--- src/rtl/ahb_gpio_irq.sv ---
// AHB-Lite GPIO slave with per-bit direction, synchronised inputs,
// edge-detect interrupts (write-1-to-clear status) and pin parity.
module ahb_gpio_irq #(
  parameter int unsigned WIDTH     = 16,
  parameter logic [7:0]  DATA_ADDR = 8'h00,
  parameter logic [7:0]  DIR_ADDR  = 8'h04,
  parameter logic [7:0]  IE_ADDR   = 8'h08,
  parameter logic [7:0]  EDGE_ADDR = 8'h0C,
  parameter logic [7:0]  STAT_ADDR = 8'h10,
  parameter logic [7:0]  CTRL_ADDR = 8'h14
) (
  input  logic             HCLK,
  input  logic             HRESETn,
  input  logic             HSEL,
  input  logic             HREADY,
  input  logic             HWRITE,
  input  logic [31:0]      HADDR,
  input  logic [1:0]       HTRANS,
  input  logic [31:0]      HWDATA,
  output logic             HREADYOUT,
  output logic [31:0]      HRDATA,
  input  logic [WIDTH:0]   GPIOIN,
  output logic [WIDTH:0]   GPIOOUT,
  output logic [WIDTH-1:0] GPIOEN,
  output logic             GPIOINT,
  output logic             PARITYERR
);

  // Parity of a data word, inverted when odd parity is selected.
  function automatic logic parity_f(input logic [WIDTH-1:0] v, input logic odd);
    return (^v) ^ odd;
  endfunction

  logic [7:0]       addr_r;
  logic             write_r;
  logic             valid_r;
  logic [WIDTH-1:0] dout_r;
  logic [WIDTH-1:0] dir_r;
  logic [WIDTH-1:0] dir_d_r;
  logic [WIDTH-1:0] ie_r;
  logic [WIDTH-1:0] edge_r;
  logic [WIDTH:0]   stat_r;
  logic [1:0]       ctrl_r;
  logic [WIDTH:0]   sync1_r;
  logic [WIDTH:0]   sync_in_r;
  logic [WIDTH:0]   sync_prev_r;

  logic             wr_data_s, wr_dir_s, wr_ie_s, wr_edge_s, wr_stat_s, wr_ctrl_s;
  logic [WIDTH-1:0] det_s;
  logic             par_err_s;
  logic [WIDTH:0]   stat_set_s;
  logic [WIDTH:0]   stat_clr_s;
  logic [31:0]      rdata_s;
  logic             unused_s;

  // Address-phase capture; the data phase of a selected transfer follows one cycle later.
  always_ff @(posedge HCLK or negedge HRESETn) begin
    if (!HRESETn) begin
      addr_r  <= 8'h00;
      write_r <= 1'b0;
      valid_r <= 1'b0;
    end else if (HREADY) begin
      addr_r  <= HADDR[7:0];
      write_r <= HWRITE;
      valid_r <= HSEL & HTRANS[1];
    end
  end

  // Write-strobe decode for the data phase currently in flight.
  always_comb begin
    wr_data_s = 1'b0;
    wr_dir_s  = 1'b0;
    wr_ie_s   = 1'b0;
    wr_edge_s = 1'b0;
    wr_stat_s = 1'b0;
    wr_ctrl_s = 1'b0;
    if (valid_r && write_r) begin
      case (addr_r)
        DATA_ADDR: wr_data_s = 1'b1;
        DIR_ADDR:  wr_dir_s  = 1'b1;
        IE_ADDR:   wr_ie_s   = 1'b1;
        EDGE_ADDR: wr_edge_s = 1'b1;
        STAT_ADDR: wr_stat_s = 1'b1;
        CTRL_ADDR: wr_ctrl_s = 1'b1;
        default:   wr_data_s = 1'b0;
      endcase
    end else begin
      wr_data_s = 1'b0;
    end
  end

  // Software-visible configuration registers, committed at the end of the data phase.
  always_ff @(posedge HCLK or negedge HRESETn) begin
    if (!HRESETn) begin
      dout_r <= {WIDTH{1'b0}};
      dir_r  <= {WIDTH{1'b0}};
      ie_r   <= {WIDTH{1'b0}};
      edge_r <= {WIDTH{1'b0}};
      ctrl_r <= 2'b00;
    end else begin
      if (wr_data_s) dout_r <= HWDATA[WIDTH-1:0];
      if (wr_dir_s)  dir_r  <= HWDATA[WIDTH-1:0];
      if (wr_ie_s)   ie_r   <= HWDATA[WIDTH-1:0];
      if (wr_edge_s) edge_r <= HWDATA[WIDTH-1:0];
      if (wr_ctrl_s) ctrl_r <= HWDATA[1:0];
    end
  end

  // Two-flop synchroniser plus previous-sample and previous-direction history.
  always_ff @(posedge HCLK or negedge HRESETn) begin
    if (!HRESETn) begin
      sync1_r     <= {(WIDTH+1){1'b0}};
      sync_in_r   <= {(WIDTH+1){1'b0}};
      sync_prev_r <= {(WIDTH+1){1'b0}};
      dir_d_r     <= {WIDTH{1'b0}};
    end else begin
      sync1_r     <= GPIOIN;
      sync_in_r   <= sync1_r;
      sync_prev_r <= sync_in_r;
      dir_d_r     <= dir_r;
    end
  end

  // Edge and parity event detection; a bit that was an output last cycle is masked so
  // turning a pin around never reports a spurious edge.
  always_comb begin
    det_s = ((edge_r & ~sync_in_r[WIDTH-1:0] & sync_prev_r[WIDTH-1:0]) |
             (~edge_r & sync_in_r[WIDTH-1:0] & ~sync_prev_r[WIDTH-1:0])) & ~dir_r & ~dir_d_r;
    par_err_s  = ctrl_r[1] & (parity_f(sync_in_r[WIDTH-1:0], ctrl_r[0]) != sync_in_r[WIDTH]);
    stat_set_s = {par_err_s, det_s};
    if (wr_stat_s) begin
      stat_clr_s = HWDATA[WIDTH:0];
    end else begin
      stat_clr_s = {(WIDTH+1){1'b0}};
    end
  end

  // Sticky status: a new event on the same cycle as a clear keeps the bit set.
  always_ff @(posedge HCLK or negedge HRESETn) begin
    if (!HRESETn) begin
      stat_r <= {(WIDTH+1){1'b0}};
    end else begin
      stat_r <= (stat_r & ~stat_clr_s) | stat_set_s;
    end
  end

  // Read-data mux driven from the registered address during the data phase.
  always_comb begin
    rdata_s = 32'd0;
    if (valid_r && !write_r) begin
      case (addr_r)
        DATA_ADDR: rdata_s[WIDTH-1:0] = (sync_in_r[WIDTH-1:0] & ~dir_r) | (dout_r & dir_r);
        DIR_ADDR:  rdata_s[WIDTH-1:0] = dir_r;
        IE_ADDR:   rdata_s[WIDTH-1:0] = ie_r;
        EDGE_ADDR: rdata_s[WIDTH-1:0] = edge_r;
        STAT_ADDR: rdata_s[WIDTH:0]   = stat_r;
        CTRL_ADDR: rdata_s[1:0]       = ctrl_r;
        default:   rdata_s            = 32'd0;
      endcase
    end else begin
      rdata_s = 32'd0;
    end
  end

  assign HREADYOUT = 1'b1;
  assign HRDATA    = rdata_s;
  assign GPIOOUT   = {parity_f(dout_r & dir_r, ctrl_r[0]), dout_r & dir_r};
  assign GPIOEN    = dir_r;
  assign GPIOINT   = (|(stat_r[WIDTH-1:0] & ie_r)) | (stat_r[WIDTH] & ctrl_r[1]);
  assign PARITYERR = stat_r[WIDTH];
  assign unused_s  = ^{HADDR[31:8], HWDATA};

endmodule
--- config.mk ---
export PLATFORM = sky130hd
export DESIGN_NAME = ahb_gpio_irq
export DESIGN_NICKNAME = d
export VERILOG_FILES = /design/src/rtl/ahb_gpio_irq.sv
export SDC_FILE = /design/constraint.sdc
export NUM_CORES = 1
export LEC_CHECK = 0
export BUFFER_PORTS_ARGS = -buffer_cell sky130_fd_sc_hd__buf_2
export CORE_MARGIN = 10
export CORE_UTILIZATION = 35
export DETAILED_ROUTE_END_ITERATION = 7
export HOLD_SLACK_MARGIN = 0.06
export SYNTH_ARGS = -nofsm -noshare
export SYNTH_HDL_FRONTEND = slang
export SYNTH_SLANG_ARGS = --single-unit
--- constraint.sdc ---
create_clock -name HCLK -period 2 [get_ports HCLK]
set_input_delay 0 -clock HCLK [delete_from_list [all_inputs] [get_ports HCLK]]
set_output_delay 0 -clock HCLK [all_outputs]
set_load 0.03 [all_outputs]
# Word level (Yosys, flattened, before mapping)

Cells that the tools add are included.

Register bits: 159
Output and inout bits: 68
Word-level logic and storage cells: 68

Eq/ne operators: 6
Reduce and logical (&&, ||, !) cells: 7
Bitwise operators: 25
Mux-type cells: 17

Operators with widths:

| cell               | number |
|---|---|
| $and 16x16->16     | 9 |
| $not 16->16        | 5 |
| $pmux 14 s5        | 1 |
| $mux 17            | 2 |
| $or 16x16->16      | 2 |
| $reduce_xor 16->1  | 2 |
| $and 17x17->17     | 1 |
| $not 17->17        | 1 |
| $or 17x17->17      | 1 |
| $eq 8x4->1 const B | 2 |
| $eq 8x5->1 const B | 2 |
| $reduce_or 16->1   | 1 |
| $mux 1             | 13 |
| $pmux 2 s6         | 1 |
| $eq 8x3->1 const B | 1 |
| $logic_not 8->1    | 1 |
| $and 1x1->1        | 3 |
| $logic_and 1x1->1  | 2 |
| $xor 1x1->1        | 2 |
| $logic_not 1->1    | 1 |
| $ne 1x1->1         | 1 |
| $or 1x1->1         | 1 |

# Longest topological paths before layout

Gate-level depths: netlist of the first run.

Depth after elaboration: 7
Depth in mapped cells: 7
Mapped depth without buffers: 5

# Least setup slack after synthesis of the first run

No wires, ideal clock.

Kind: register -> output
Start point: register addr_r[5]
End point: output port HRDATA[11]
Arrival time: 2.132 ns
Data required time: 2.000 ns
Stages on the path, launching flop included: 6
Buffers on the path: 1
Setup slack: -0.132 ns
Cells stage by stage: dfrtp_1 or4_4 nor3_1 clkbuf_1 a32oi_1 nor2_1

Longest elaborated chain between the ends: 3
Elaborated cells on any way between the ends: 7

RTL lines:

| item                               | RTL line | RTL |
|---|---|---|
| from (decl)                        | 34       | `logic [7:0] addr_r;` |
| from (signal assigned)             | 63       | `addr_r <= HADDR[7:0];` |
| $eq 8x5->1 (tied with other cells) | 151      | `case (addr_r)` |
| $pmux 14 s5 (*)                    | 151      |  |
| $mux 17 (*)                        | 150      | `if (valid_r && !write_r) begin` |
| to (decl)                          | 21       | `output logic [31:0] HRDATA,` |

Mark *: on every way between the ends. The rest lies on a longest branch, timed or not.

# Final worst setup path of the first run

Start point: register addr_r[5]
End point: output port HRDATA[16]

Longest elaborated chain between the ends: 3

RTL lines:

| item       | RTL line |
|---|---|
| $eq 8x5->1 | 151 |
| $mux 1     | 151 |
| $mux 17    | 150 |

No other way between the ends.

==> qor.csv, run 1 <==
stage,metric,value,unit
run_status,status,finished with violations,
run_status,failing checks,negative setup slack,
power,P per Cell Area,833,nW/um^2
floorplanning,io pins,156,
floorplanning,Die ar.,25800,sq um
global_routing,largest net degree at the start of global routing,60,
detailed_routing,drt wl/cell,19.3,um
floorplanning,Die Ht,161,um
finish,layout cells sized above 1,0.377,
sta,Tcrit/Tclk final,1.15,
synthesis,"flops & latches, synth",159,
sta,Hold Fails Final Rpt,0,
power,VDD IR-drop max,0.609,mV
finish,nets,874,
finish,final-layout fill cell count,1719,
clock_network,CTS Buf Count,17,
detailed_routing,post-route ant nets,0,
sta,Max Freq,435,MHz
synthesis,Ys Warns,0,
worst_setup_path,slowest CP cell,or4_4,
detailed_routing,drt pass-1 iters,5,
detailed_routing,vias per cell,5.00,
clock_network,"Clk pin slew, worst setup/hold paths",70,ps
floorplanning,Core ar.,19500,sq um
power,register share of total power,0.445,
worst_setup_path,startpoint types,flip-flop,
worst_setup_path,R2R cell count,8,
placed_design,placed cell count,962,
clock_network,worst-case clock buffer depth,2,
global_routing,initial antenna violation count,0,
worst_setup_path,"Cell Chain, Critical Path",or4_4 > nor2_4 > and3_4 > buf_6 > and3_1 > buf_4,
floorplanning,Initial Util,0.356,
clock_network,later-pin clock latency in the skew report,430,ps
synthesis,Synth Instances,580,
detailed_routing,First DRT Iteration DRCs,362,
sta,max_slew headroom,0.606,
clock_network,htree depth,4,
global_routing,first-pass GRT wire length,32100,um
worst_setup_path,Worst Path Max Fanout,8,
floorplanning,Rows,51,
clock_network,Clock Sink Count,159,
global_routing,gr usage total,0.157,
placed_design,IO Port Bufs,99,
sta,min Tclk post-route,2300,ps
placed_design,HPWL after DPL,14300,um
finish,register area,3980,sq um
clock_network,Root Buffer,clkbuf_16,
power,clock power share,0.399,
finish,Antenna Cells,0,
power,switch share,0.280,
synthesis,Yosys cell types,38,
sta,fin. max-slew vios,0,
worst_setup_path,CP endpoint kind,output pin,
detailed_routing,Total Wirelength,20500,um
clock_network,CTS tree,yes,
min_path,Worst Hold Class,in2async,
finish,multi-input combinational cell area,2960,sq um
worst_setup_path,Critical Path RT,2000,ps
placed_design,GP Congestion,0.819,
synthesis,Post-Syn Area,6930,sq um
synthesis,syn_area_per_cell,12.0,sq um
floorplanning,Die Width,161,um
global_routing,total gr overflow,0,
sta,worst hold slack,90.9,ps
sta,setup TNS,-15590,ps
sta,final worst setup slack,-301,ps
worst_setup_path,Crit path largest cell delay,580,ps
worst_setup_path,crit path DAT,2300,ps
worst_setup_path,Reg2Reg Setup Slack,-280,ps
sta,clk_skew,10.6,ps
detailed_routing,detailed-route DRC error count,0,
sta,endpoints failing setup,87,
synthesis,"Seq/Total Area, Yosys",0.574,
finish,non-filler cells in the finished layout,1064,
finish,P&R area growth vs syn,40.3,%
power,logic gate share of total power,0.156,
run,maxcap violations,0,
global_routing,number of global-route vias before repair,5678,
sta,Slew @ Worst Pin,591,ps
worst_setup_path,critical path class,reg2out,
power,P_leak,0.00427,uW
detailed_routing,via count,5324,
sta,unrepaired setup endpoints after global routing,yes,
power,internal power,5840,uW
power,Net Sw Power,2270,uW
placed_design,Setup WS pre-CTS,-80.8,ps
## metal layers
metal,global-route usage,wire (um),share of wire,up-vias
met2,0.265,10400,0.51,132
met5,0,0,0,-
met3,0.0419,921,0.045,21
met4,0.0471,245,0.012,0
li1,-,-,-,2437
met1,0.193,8880,0.43,2734
## power groups by stage
stage / clock, uW / sequential (uW) / combinational (uW)
2_1_floorplan: 0 / 3650 / 668
3_3_place_gp: 0 / 3650 / 1050
3_5_place_dp: 0 / 3660 / 1080
4_1_cts: 3310 / 3600 / 1250
5_1_grt: 3440 / 3630 / 1360
6_report: 3240 / 3610 / 1260
## placed cells by master (no fill, tap or decap), drive strengths merged, types with 2 or more instances in the layout
cell         instances
a22o                 2
nor2                52
o211ai               8
dfrtp              159
inv                 26
a221oi               2
and3                11
nand2               41
nor4                 2
bufbuf               2
a21o                17
a222oi               5
a21oi               23
a22oi               15
o311ai               5
o22a                 2
mux2                75
o21ai               11
mux2i               12
buf                149
o22ai                4
xnor2               27
conb                16
dlygate4sd3         58
nand3                8
xnor3                3
and2                15
clkinv               2
clkbuf              20
nor3                17
a32oi                5
## layout make-up
cell class / count / area share
sequential: 159 / 0.409
timing repair buffer: 210 / 0.185
multi-input combinational: 381 / 0.304
tap: 265 / 0.0341
clock buffer: 19 / 0.0466
clock inverter: 13 / 0.0143
inverter: 17 / 0.00656
## timing repair
item | in CTS | in global routing
setup buffers | 8 | 2
setup endpoints to repair | 83 | 98
endpoints found under the hold margin | 246 | 0
gates cloned | 2 | 1
gates resized for setup | 77 | 17
pin swaps | 11 | 12
hold buffers | 58 | 0
## critical path, delay by kind of cell, from the launching register on
family,cells,cell delay (ps)
AND/OR/NAND/NOR,4,1160
flip-flops,1,380
buffers and inverters,2,320
## cells by family after synthesis
| group | Yosys count | synth area share |
|---|---|---|
| compound gates | 100 | 0.100 |
| xor+xnor | 30 | 0.0439 |
| buf+inv | 54 | 0.0408 |
| flops | 159 | 0.574 |
| mux | 87 | 0.139 |
| other cells | 2 | 0.00108 |
| simple gates | 148 | 0.101 |
## synth_stat cells, drive strengths merged
library cell | count | area [sq um]
nor3 | 17 | 85.1
o211ai | 8 | 60.1
buf | 28 | 185
xnor2 | 27 | 236
a222oi | 5 | 50.1
a22oi | 15 | 113
a221oi | 2 | 17.5
nor4 | 2 | 27.5
and4 | 1 | 8.76
o21ai | 11 | 55.1
mux2 | 75 | 845
and2 | 15 | 93.8
a21oi | 23 | 115
a22o | 2 | 17.5
xnor3 | 3 | 67.6
o311a | 1 | 10.0
nor2 | 52 | 195
nand2 | 41 | 159
mux2i | 12 | 120
conb | 2 | 7.51
o22a | 2 | 17.5
o311ai | 5 | 43.8
o22ai | 4 | 25.0
dfrtp | 159 | 3980
inv | 16 | 60.1
and3 | 11 | 68.8
clkinv | 1 | 3.75
nand3 | 8 | 50.1
a32oi | 5 | 43.8
a21o | 17 | 128
or4 | 1 | 11.3
clkbuf | 9 | 33.8
## metrics by stage
step / util / instance area, sq um / total power, uW
floorplan: - / 7030 / 4320
global placement: 0.413 / 8040 / 4700
detailed placement: 0.413 / 8040 / 4740
CTS: 0.495 / 9630 / 8170
global route: 0.500 / 9730 / 8430
finish: 0.500 / 9730 / 8110
## flip-flops by register name, summed over array words and instances, names as in the netlist
| signal | cells |
|---|---|
| dout_r | 16 |
| write_r | 1 |
| ie_r | 16 |
| ctrl_r | 2 |
| valid_r | 1 |
| sync_in_r | 17 |
| addr_r | 8 |
| dir_d_r | 16 |
| sync_prev_r | 16 |
| stat_r | 17 |
| sync1_r | 17 |
| edge_r | 16 |
| GPIOEN | 16 |
## worst paths after layout
kind,startpoint,to
max,addr_r[5]$_DFFE_PN0P_,HRDATA[16]
min,HRESETn,sync1_r[3]$_DFF_PN0_
max reg2reg,addr_r[5]$_DFFE_PN0P_,edge_r[10]$_DFFE_PN0P_
min reg2reg,sync1_r[4]$_DFF_PN0_,sync_in_r[4]$_DFF_PN0_
max in group asynchronous,HRESETn,sync_in_r[8]$_DFF_PN0_
min in group HCLK,GPIOIN[2],sync1_r[2]$_DFF_PN0_
Note: power is estimated with default switching activity, not from simulation.
==> inputs of run 2 (changes only) <==
--- a/config.mk
+++ b/config.mk
@@ -7,9 +7,10 @@
 export LEC_CHECK = 0
 export BUFFER_PORTS_ARGS = -buffer_cell sky130_fd_sc_hd__buf_2
 export CORE_MARGIN = 10
-export CORE_UTILIZATION = 35
+export CORE_UTILIZATION = 49
 export DETAILED_ROUTE_END_ITERATION = 7
 export HOLD_SLACK_MARGIN = 0.06
+export PLACE_DENSITY = 0.76
 export SYNTH_ARGS = -nofsm -noshare
 export SYNTH_HDL_FRONTEND = slang
 export SYNTH_SLANG_ARGS = --single-unit
==> run 2 against run 1 <==
Effect of this change:
- sequential cell count is the same
- critical path depth grew 1
- worst hold slack gained 21 ps
- sequential share of layout area grew 0.19 points
- combinational power grew 3%
- clock skew grew 5.6 ps
- the run still ends with negative setup slack left
- power grew 2.2%
- sequential power is essentially flat
- worst setup slack lost 110 ps
- clock power grew 4%
==> qor.csv, run 2 (same netlist as run 1, synthesis figures left out) <==
stage,metric,value,unit,change
floorplanning,Initial Util,0.499,,+0.143
sta,worst hold slack,112,ps,+21.1 ps
clock_network,Clock Sink Count,159,,unchanged
finish,most frequent cells in the layout,"dfrtp_1 (156), buf_2 (80), mux2_2 (74)",,
power,P_leak,0.00422,uW,-1.1%
sta,min Tclk post-route,2410,ps,+109 ps
floorplanning,Rows,43,,-16%
clock_network,later-pin clock latency in the skew report,440,ps,about the same
finish,"commonest non-fill, non-tap cell in the layout",dfrtp_1,,
placed_design,GP Congestion,0.895,,+9.2%
finish,nets,875,,+0.11%
placed_design,HPWL after DPL,13200,um,-7.6%
clock_network,CTS tree,yes,,
worst_setup_path,CP endpoint kind,output pin,,
power,P per Cell Area,855,nW/um^2,+2.7%
clock_network,worst-case clock buffer depth,2,,unchanged
finish,layout cells sized above 1,0.385,,+0.00828
global_routing,number of global-route vias before repair,5871,,+3.4%
floorplanning,Die Ht,139,um,-14%
finish,Finished Cell Area,9690,sq um,-0.42%
sta,endpoints failing setup,86,,-1.1%
power,VDD IR-drop max,0.574,mV,-5.7%
worst_setup_path,slowest CP cell,or4_4,,
sta,clk_skew,16.2,ps,+5.58 ps
floorplanning,io pins,156,,unchanged
clock_network,"Clk pin slew, worst setup/hold paths",70,ps,about the same
run_status,failing checks,negative setup slack,,
global_routing,gr usage total,0.216,,+0.0589
sta,max_slew headroom,0.589,,-0.0166
run_status,status,finished with violations,,
worst_setup_path,"Cell Chain, Critical Path",or4_4 > nor2_4 > and3_4 > buf_6 > a222oi_1 > nor2_4 > buf_6,,
worst_setup_path,Worst Path Max Fanout,7,,-1
detailed_routing,detailed-route DRC error count,0,,unchanged
sta,Slew @ Worst Pin,616,ps,+24.9 ps
detailed_routing,drt wl/cell,22.0,um,+14%
detailed_routing,First DRT Iteration DRCs,764,,+110%
worst_setup_path,startpoint types,flip-flop,,
floorplanning,Core ar.,13900,sq um,-29%
min_path,Worst Hold Class,in2async,,
worst_setup_path,Critical Path RT,2000,ps,about the same
global_routing,first-pass GRT wire length,33200,um,+3.5%
global_routing,largest net degree at the start of global routing,63,,+5.0%
global_routing,total gr overflow,0,,unchanged
detailed_routing,drt pass-1 iters,5,,unchanged
sta,fin. max-slew vios,0,,unchanged
worst_setup_path,Crit path largest cell delay,590,ps,about the same
placed_design,IO Port Bufs,99,,unchanged
clock_network,CTS Buf Count,17,,unchanged
detailed_routing,post-route ant nets,0,,unchanged
worst_setup_path,crit path DAT,2410,ps,+110 ps
worst_setup_path,critical path class,reg2out,,
finish,registers with the most flip-flops,"stat_r: 17 flops, sync1_r: 17 flops, sync_in_r: 17 flops",,
floorplanning,Die ar.,19300,sq um,-25%
clock_network,htree depth,4,,unchanged
run,maxcap violations,0,,unchanged
global_routing,initial antenna violation count,1,,+1
sta,Tcrit/Tclk final,1.20,,+0.0545
floorplanning,Die Width,139,um,-14%
clock_network,Root Buffer,clkbuf_16,,
sta,final worst setup slack,-410,ps,-109 ps
detailed_routing,Total Wirelength,21600,um,+5.2%
sta,unrepaired setup endpoints after global routing,yes,,
detailed_routing,vias per cell,5.84,,+17%
sta,Max Freq,415,MHz,-4.5%
finish,P&R area growth vs syn,39.7,%,
placed_design,Area after DPL,7890,sq um,-1.9%
detailed_routing,via count,5729,,+7.6%
sta,Hold Fails Final Rpt,0,,unchanged
-- run 2: layer usage --
metal,vias to the layer above,global-route usage,share of wire
li1,2437,-,-
met1,2832,0.262,0.37
met2,375,0.346,0.49
met3,85,0.0671,0.097
met4,0,0.0967,0.044
met5,-,0,0
-- run 2: stage by stage --
step                TNS (ps)  utilization  setup WS (ps)  instances  total power, uW
finish                -17870        0.698           -410        981             8290
detailed placement      -953        0.568          -67.6        877             4720
global placement        -154        0.568          -38.8        877             4670
floorplan              -1160            -           -109        594             4320
global route          -22170        0.698           -450        981             8560
CTS                   -10310        0.689           -348        976             8230
-- run 2: cell type report --
class,instances,area [sq um]
repair buffers,211,1780
inverters,17,67.6
fillers,905,4190
clock buffers,20,457
diodes,1,2.50
flip-flops and latches,159,3980
clock inverters,12,160
multi-input cells,381,3010
well taps,180,225
-- run 2: what timing repair did --
action | CTS | global route
endpoints found under the hold margin | 269 | 0
gates cloned | 2 | 0
endpoints found under the setup margin | 72 | 96
pin swaps | 19 | 15
setup buffers | 8 | 4
hold buffers | 58 | 0
resized for setup | 94 | 20
-- run 2: worst paths after layout --
path | startpoint | end | slack, ps | cells past startpoint
min | HRESETn | edge_r[0]$_DFFE_PN0P_ | 110 | 2
min reg2reg | sync1_r[6]$_DFF_PN0_ | sync_in_r[6]$_DFF_PN0_ | 350 | 0
max | addr_r[5]$_DFFE_PN0P_ | HRDATA[12] | -410 | 7
min in group HCLK | GPIOIN[2] | sync1_r[2]$_DFF_PN0_ | 200 | 2
max reg2reg | addr_r[5]$_DFFE_PN0P_ | GPIOEN[3]$_DFFE_PN0P_ | -220 | 8
max in group asynchronous | HRESETn | addr_r[3]$_DFFE_PN0P_ | 1210 | 3
-- run 2: worst max-delay path: cells and delay by family (launching register included) --
kind,cells,cell delay (ps)
simple gates,4,1150
buf+inv,2,280
compound gates,1,150
flops,1,390
-- run 2: power breakdown --
part / total [uW] / switching, uW / internal, uW
combinational: 1300 / 708 / 590
clock: 3370 / 1330 / 2030
sequential: 3620 / 198 / 3430
==> inputs of run 3 (changes only) <==
--- a/config.mk
+++ b/config.mk
@@ -5,6 +5,7 @@
 export SDC_FILE = /design/constraint.sdc
 export NUM_CORES = 1
 export LEC_CHECK = 0
+export ABC_AREA = 1
 export BUFFER_PORTS_ARGS = -buffer_cell sky130_fd_sc_hd__buf_2
 export CORE_MARGIN = 10
 export CORE_UTILIZATION = 49
==> run 3 against run 2 <==
Effect of this change:
- the flow still finishes with violations (negative setup slack)
- worst hold slack lost 15 ps
- non-clock buffer count shrank 17
- register-to-register slack gained 40 ps
- clock power grew 2%
- cell area grew 0.80%
- synthesized cell count grew 42%
- critical path type unchanged
==> qor.csv, run 3 <==
stage,metric,value,unit,change
run_status,status,finished with violations,,
run_status,failing checks,negative setup slack,,
sta,fin. max-slew vios,0,,unchanged
synthesis,post-synth top area cell,dfrtp_1,,
detailed_routing,First DRT Iteration DRCs,699,,-8.5%
placed_design,GP Congestion,0.848,,-5.3%
sta,Slew @ Worst Pin,538,ps,-78.4 ps
clock_network,later-pin clock latency in the skew report,430,ps,about the same
power,Tot Pwr,8760,uW,+5.6%
synthesis,most common cell in the netlist,nand2_1,,
finish,register area,4000,sq um,+0.35%
sta,final worst setup slack,-199,ps,+211 ps
clock_network,Clock Sink Count,159,,unchanged
worst_setup_path,Worst Path Max Fanout,10,,+3
worst_setup_path,R2R cell count,10,,+2
synthesis,post-synthesis mux area share,0,,-0.139
worst_setup_path,startpoint types,flip-flop,,
worst_setup_path,Critical Path RT,2000,ps,about the same
synthesis,Ys Warns,0,,unchanged
worst_setup_path,worst r2r dst,stat_r[0]$_DFF_PN0_,,
synthesis,XOR/XNOR Fraction of Synth Area,0.0108,,-0.0331
worst_setup_path,"Cell Chain, Critical Path",inv_2 > nand4_4 > buf_4 > nor2_8 > buf_12 > nand2_1 > nand3_1 > nor2_2 > nor3_2 > buf_4,,
global_routing,initial antenna violation count,1,,unchanged
detailed_routing,vias per cell,5.46,,-6.5%
sta,worst hold slack,97.0,ps,-15.0 ps
worst_setup_path,Crit path largest cell delay,420,ps,-170 ps
global_routing,GRT met2 Usage,0.330,,-0.0164
global_routing,first-pass GRT wire length,32900,um,-0.98%
sta,endpoints failing setup,23,,-73%
synthesis,"Seq/Total Area, Yosys",0.544,,-0.0300
finish,registers with the most flip-flops,"stat_r: 17 flops, sync1_r: 17 flops, sync_in_r: 17 flops",,
finish,post-layout util,0.669,,-0.0286
sta,Tcrit/Tclk final,1.10,,-0.106
finish,Finished Cell Area,9770,sq um,+0.80%
global_routing,total gr overflow,0,,unchanged
power,P per Cell Area,897,nW/um^2,+4.8%
global_routing,grt peak-use layer,met2,,
worst_setup_path,slowest CP cell,dfrtp_1,,
synthesis,Adder-Cell Fraction of Synth Area,0,,unchanged
worst_setup_path,most frequent cell on the critical path,buf_4,,
worst_setup_path,critical path class,reg2out,,
sta,min Tclk post-route,2200,ps,-211 ps
finish,multi-input combinational cell area,2980,sq um,-1.0%
clock_network,htree depth,4,,unchanged
clock_network,"Clk pin slew, worst setup/hold paths",70,ps,about the same
worst_setup_path,crit path DAT,2200,ps,-210 ps
worst_setup_path,Reg2Reg Setup Slack,-180,ps,+40 ps
detailed_routing,drt wl/cell,18.0,um,-18%
detailed_routing,drt pass-1 iters,5,,unchanged
global_routing,gr usage total,0.204,,-0.0118
synthesis,Post-Syn Area,7320,sq um,+5.5%
floorplanning,Core ar.,14600,sq um,+5.1%
detailed_routing,post-route ant nets,0,,unchanged
finish,most frequent cells in the layout,"nand2_1 (229), dfrtp_1 (145), buf_2 (81)",,
synthesis,ranking of synthesized cells by area,"dfrtp_1 (54%), nand2_1 (13%), inv_1 (4.0%)",,
worst_setup_path,R2R Path Start,addr_r[6]$_DFFE_PN0P_,,
finish,"commonest non-fill, non-tap cell in the layout",nand2_1,,
detailed_routing,via count,6632,,+16%
global_routing,routing usage on met1,0.256,,-0.00599
clock_network,CTS tree,yes,,
synthesis,"flops & latches, synth",159,,unchanged
synthesis,syn_area_per_cell,8.91,sq um,-25%
detailed_routing,detailed-route DRC error count,0,,unchanged
placed_design,HPWL after DPL,13000,um,-1.3%
global_routing,number of global-route vias before repair,6390,,+8.8%
synthesis,Post-synth top cells,"nand2_1 (245), dfrtp_1 (159), inv_1 (78)",,
placed_design,Area after DPL,7930,sq um,+0.56%
synthesis,number of synthesized flops with an enable pin,0,,unchanged
synthesis,Async SR Flop Fraction,1.00,,unchanged
sta,Max Freq,455,MHz,+9.6%
clock_network,CTS Buf Count,17,,unchanged
synthesis,largest family of logic cells by synthesized area,simple AND/OR/NAND/NOR gates,,
finish,P&R area growth vs syn,33.5,%,
global_routing,largest net degree at the start of global routing,57,,-9.5%
sta,max_slew headroom,0.641,,+0.0519
synthesis,Synth Area in Compound Gates,0.155,,+0.0548
synthesis,post-synth top area share,0.544,,-0.0300
sta,Hold Fails Final Rpt,0,,unchanged
sta,clk_skew,9.70,ps,-6.48 ps
floorplanning,Rows,44,,+2.3%
clock_network,Root Buffer,clkbuf_16,,
synthesis,Post-Synth Simple-Gate Area,0.204,,+0.103
worst_setup_path,CP endpoint kind,output pin,,
floorplanning,Die Width,142,um,+2.3%
floorplanning,Die ar.,20200,sq um,+4.7%
global_routing,met3 usage,0.0577,,-0.00938
run,maxcap violations,0,,unchanged
min_path,Worst Hold Class,in2async,,
worst_setup_path,CP Launch Point,addr_r[5]$_DFFE_PN0P_,,
finish,layout cells sized above 1,0.271,,-0.114
placed_design,IO Port Bufs,99,,unchanged
clock_network,worst-case clock buffer depth,2,,unchanged
synthesis,Yosys cell types,38,,unchanged
sta,unrepaired setup endpoints after global routing,yes,,
floorplanning,io pins,156,,unchanged
power,VDD IR-drop max,0.613,mV,+6.8%
floorplanning,Initial Util,0.501,,+0.00200
synthesis,Main synth FF type,dfrtp_1,,
floorplanning,Die Ht,142,um,+2.3%
power,P_leak,0.00478,uW,+13%
detailed_routing,Total Wirelength,21900,um,+1.4%
finish,nets,1104,,+26%
finish,final-layout fill cell count,1091,,+21%
synthesis,Synth Instances,821,,+42%
==> run 3: how the worst max path moves through the flow <==
stage / end / slack, ps / cells past startpoint
2_1_floorplan: HRDATA[7] / 250 / 8
3_3_place_gp: edge_r[0]$_DFFE_PN0P_ / 240 / 8
3_5_place_dp: edge_r[9]$_DFFE_PN0P_ / 220 / 8
4_1_cts: HRDATA[12] / -80 / 11
5_1_grt: HRDATA[7] / -250 / 10
6_report: HRDATA[7] / -200 / 10
==> run 3: layout make-up <==
type / count / area share
tap: 184 / 0.0236
clock buffer: 18 / 0.0439
timing repair inverter: 4 / 0.00307
antenna: 1 / 0.000256
sequential: 159 / 0.409
timing repair buffer: 194 / 0.158
clock inverter: 14 / 0.0196
multi-input combinational: 552 / 0.305
inverter: 88 / 0.0369
==> run 3: kinds of logic after synthesis <==
| kind of cell | after synthesis |
|---|---|
| compound gates | 178 |
| buf+inv | 124 |
| other cells | 2 |
| flops | 159 |
| simple gates | 349 |
| xor+xnor | 9 |
==> run 3: metrics by stage <==
| step | setup WS, ps | cells | TNS, ps |
|---|---|---|---|
| 2_1_floorplan | 254 | 835 | 0 |
| 3_3_place_gp | 237 | 1091 | 0 |
| 3_5_place_dp | 216 | 1091 | 0 |
| 4_1_cts | -78.0 | 1198 | -412 |
| 5_1_grt | -251 | 1214 | -3730 |
| 6_report | -199 | 1214 | -1960 |
==> run 3: where the power goes <==
| part | internal [uW] | switching [uW] |
|---|---|---|
| sequential | 3450 | 199 |
| combinational | 575 | 1110 |
| clock | 2090 | 1340 |
==> run 3: what timing repair did <==
item                                    in CTS  in global routing
pin swaps                                    9                 20
endpoints found under the setup margin      17                 35
endpoints found under the hold margin      266                  0
hold buffers                                65                  0
gates cloned                                 3                  1
setup buffers                                7                 14
resized for setup                           54                 65
==> run 3: metal layers <==
metal	part of all wire	vias to the layer above
met5	0	-
met4	0.039	0
met3	0.086	76
met2	0.47	353
met1	0.40	3162
li1	-	3041
==> run 3: critical path, delay by kind of cell (launching register included) <==
kind,cells,cell delay [ps]
simple gates,6,680
buf+inv,4,660
flops,1,420
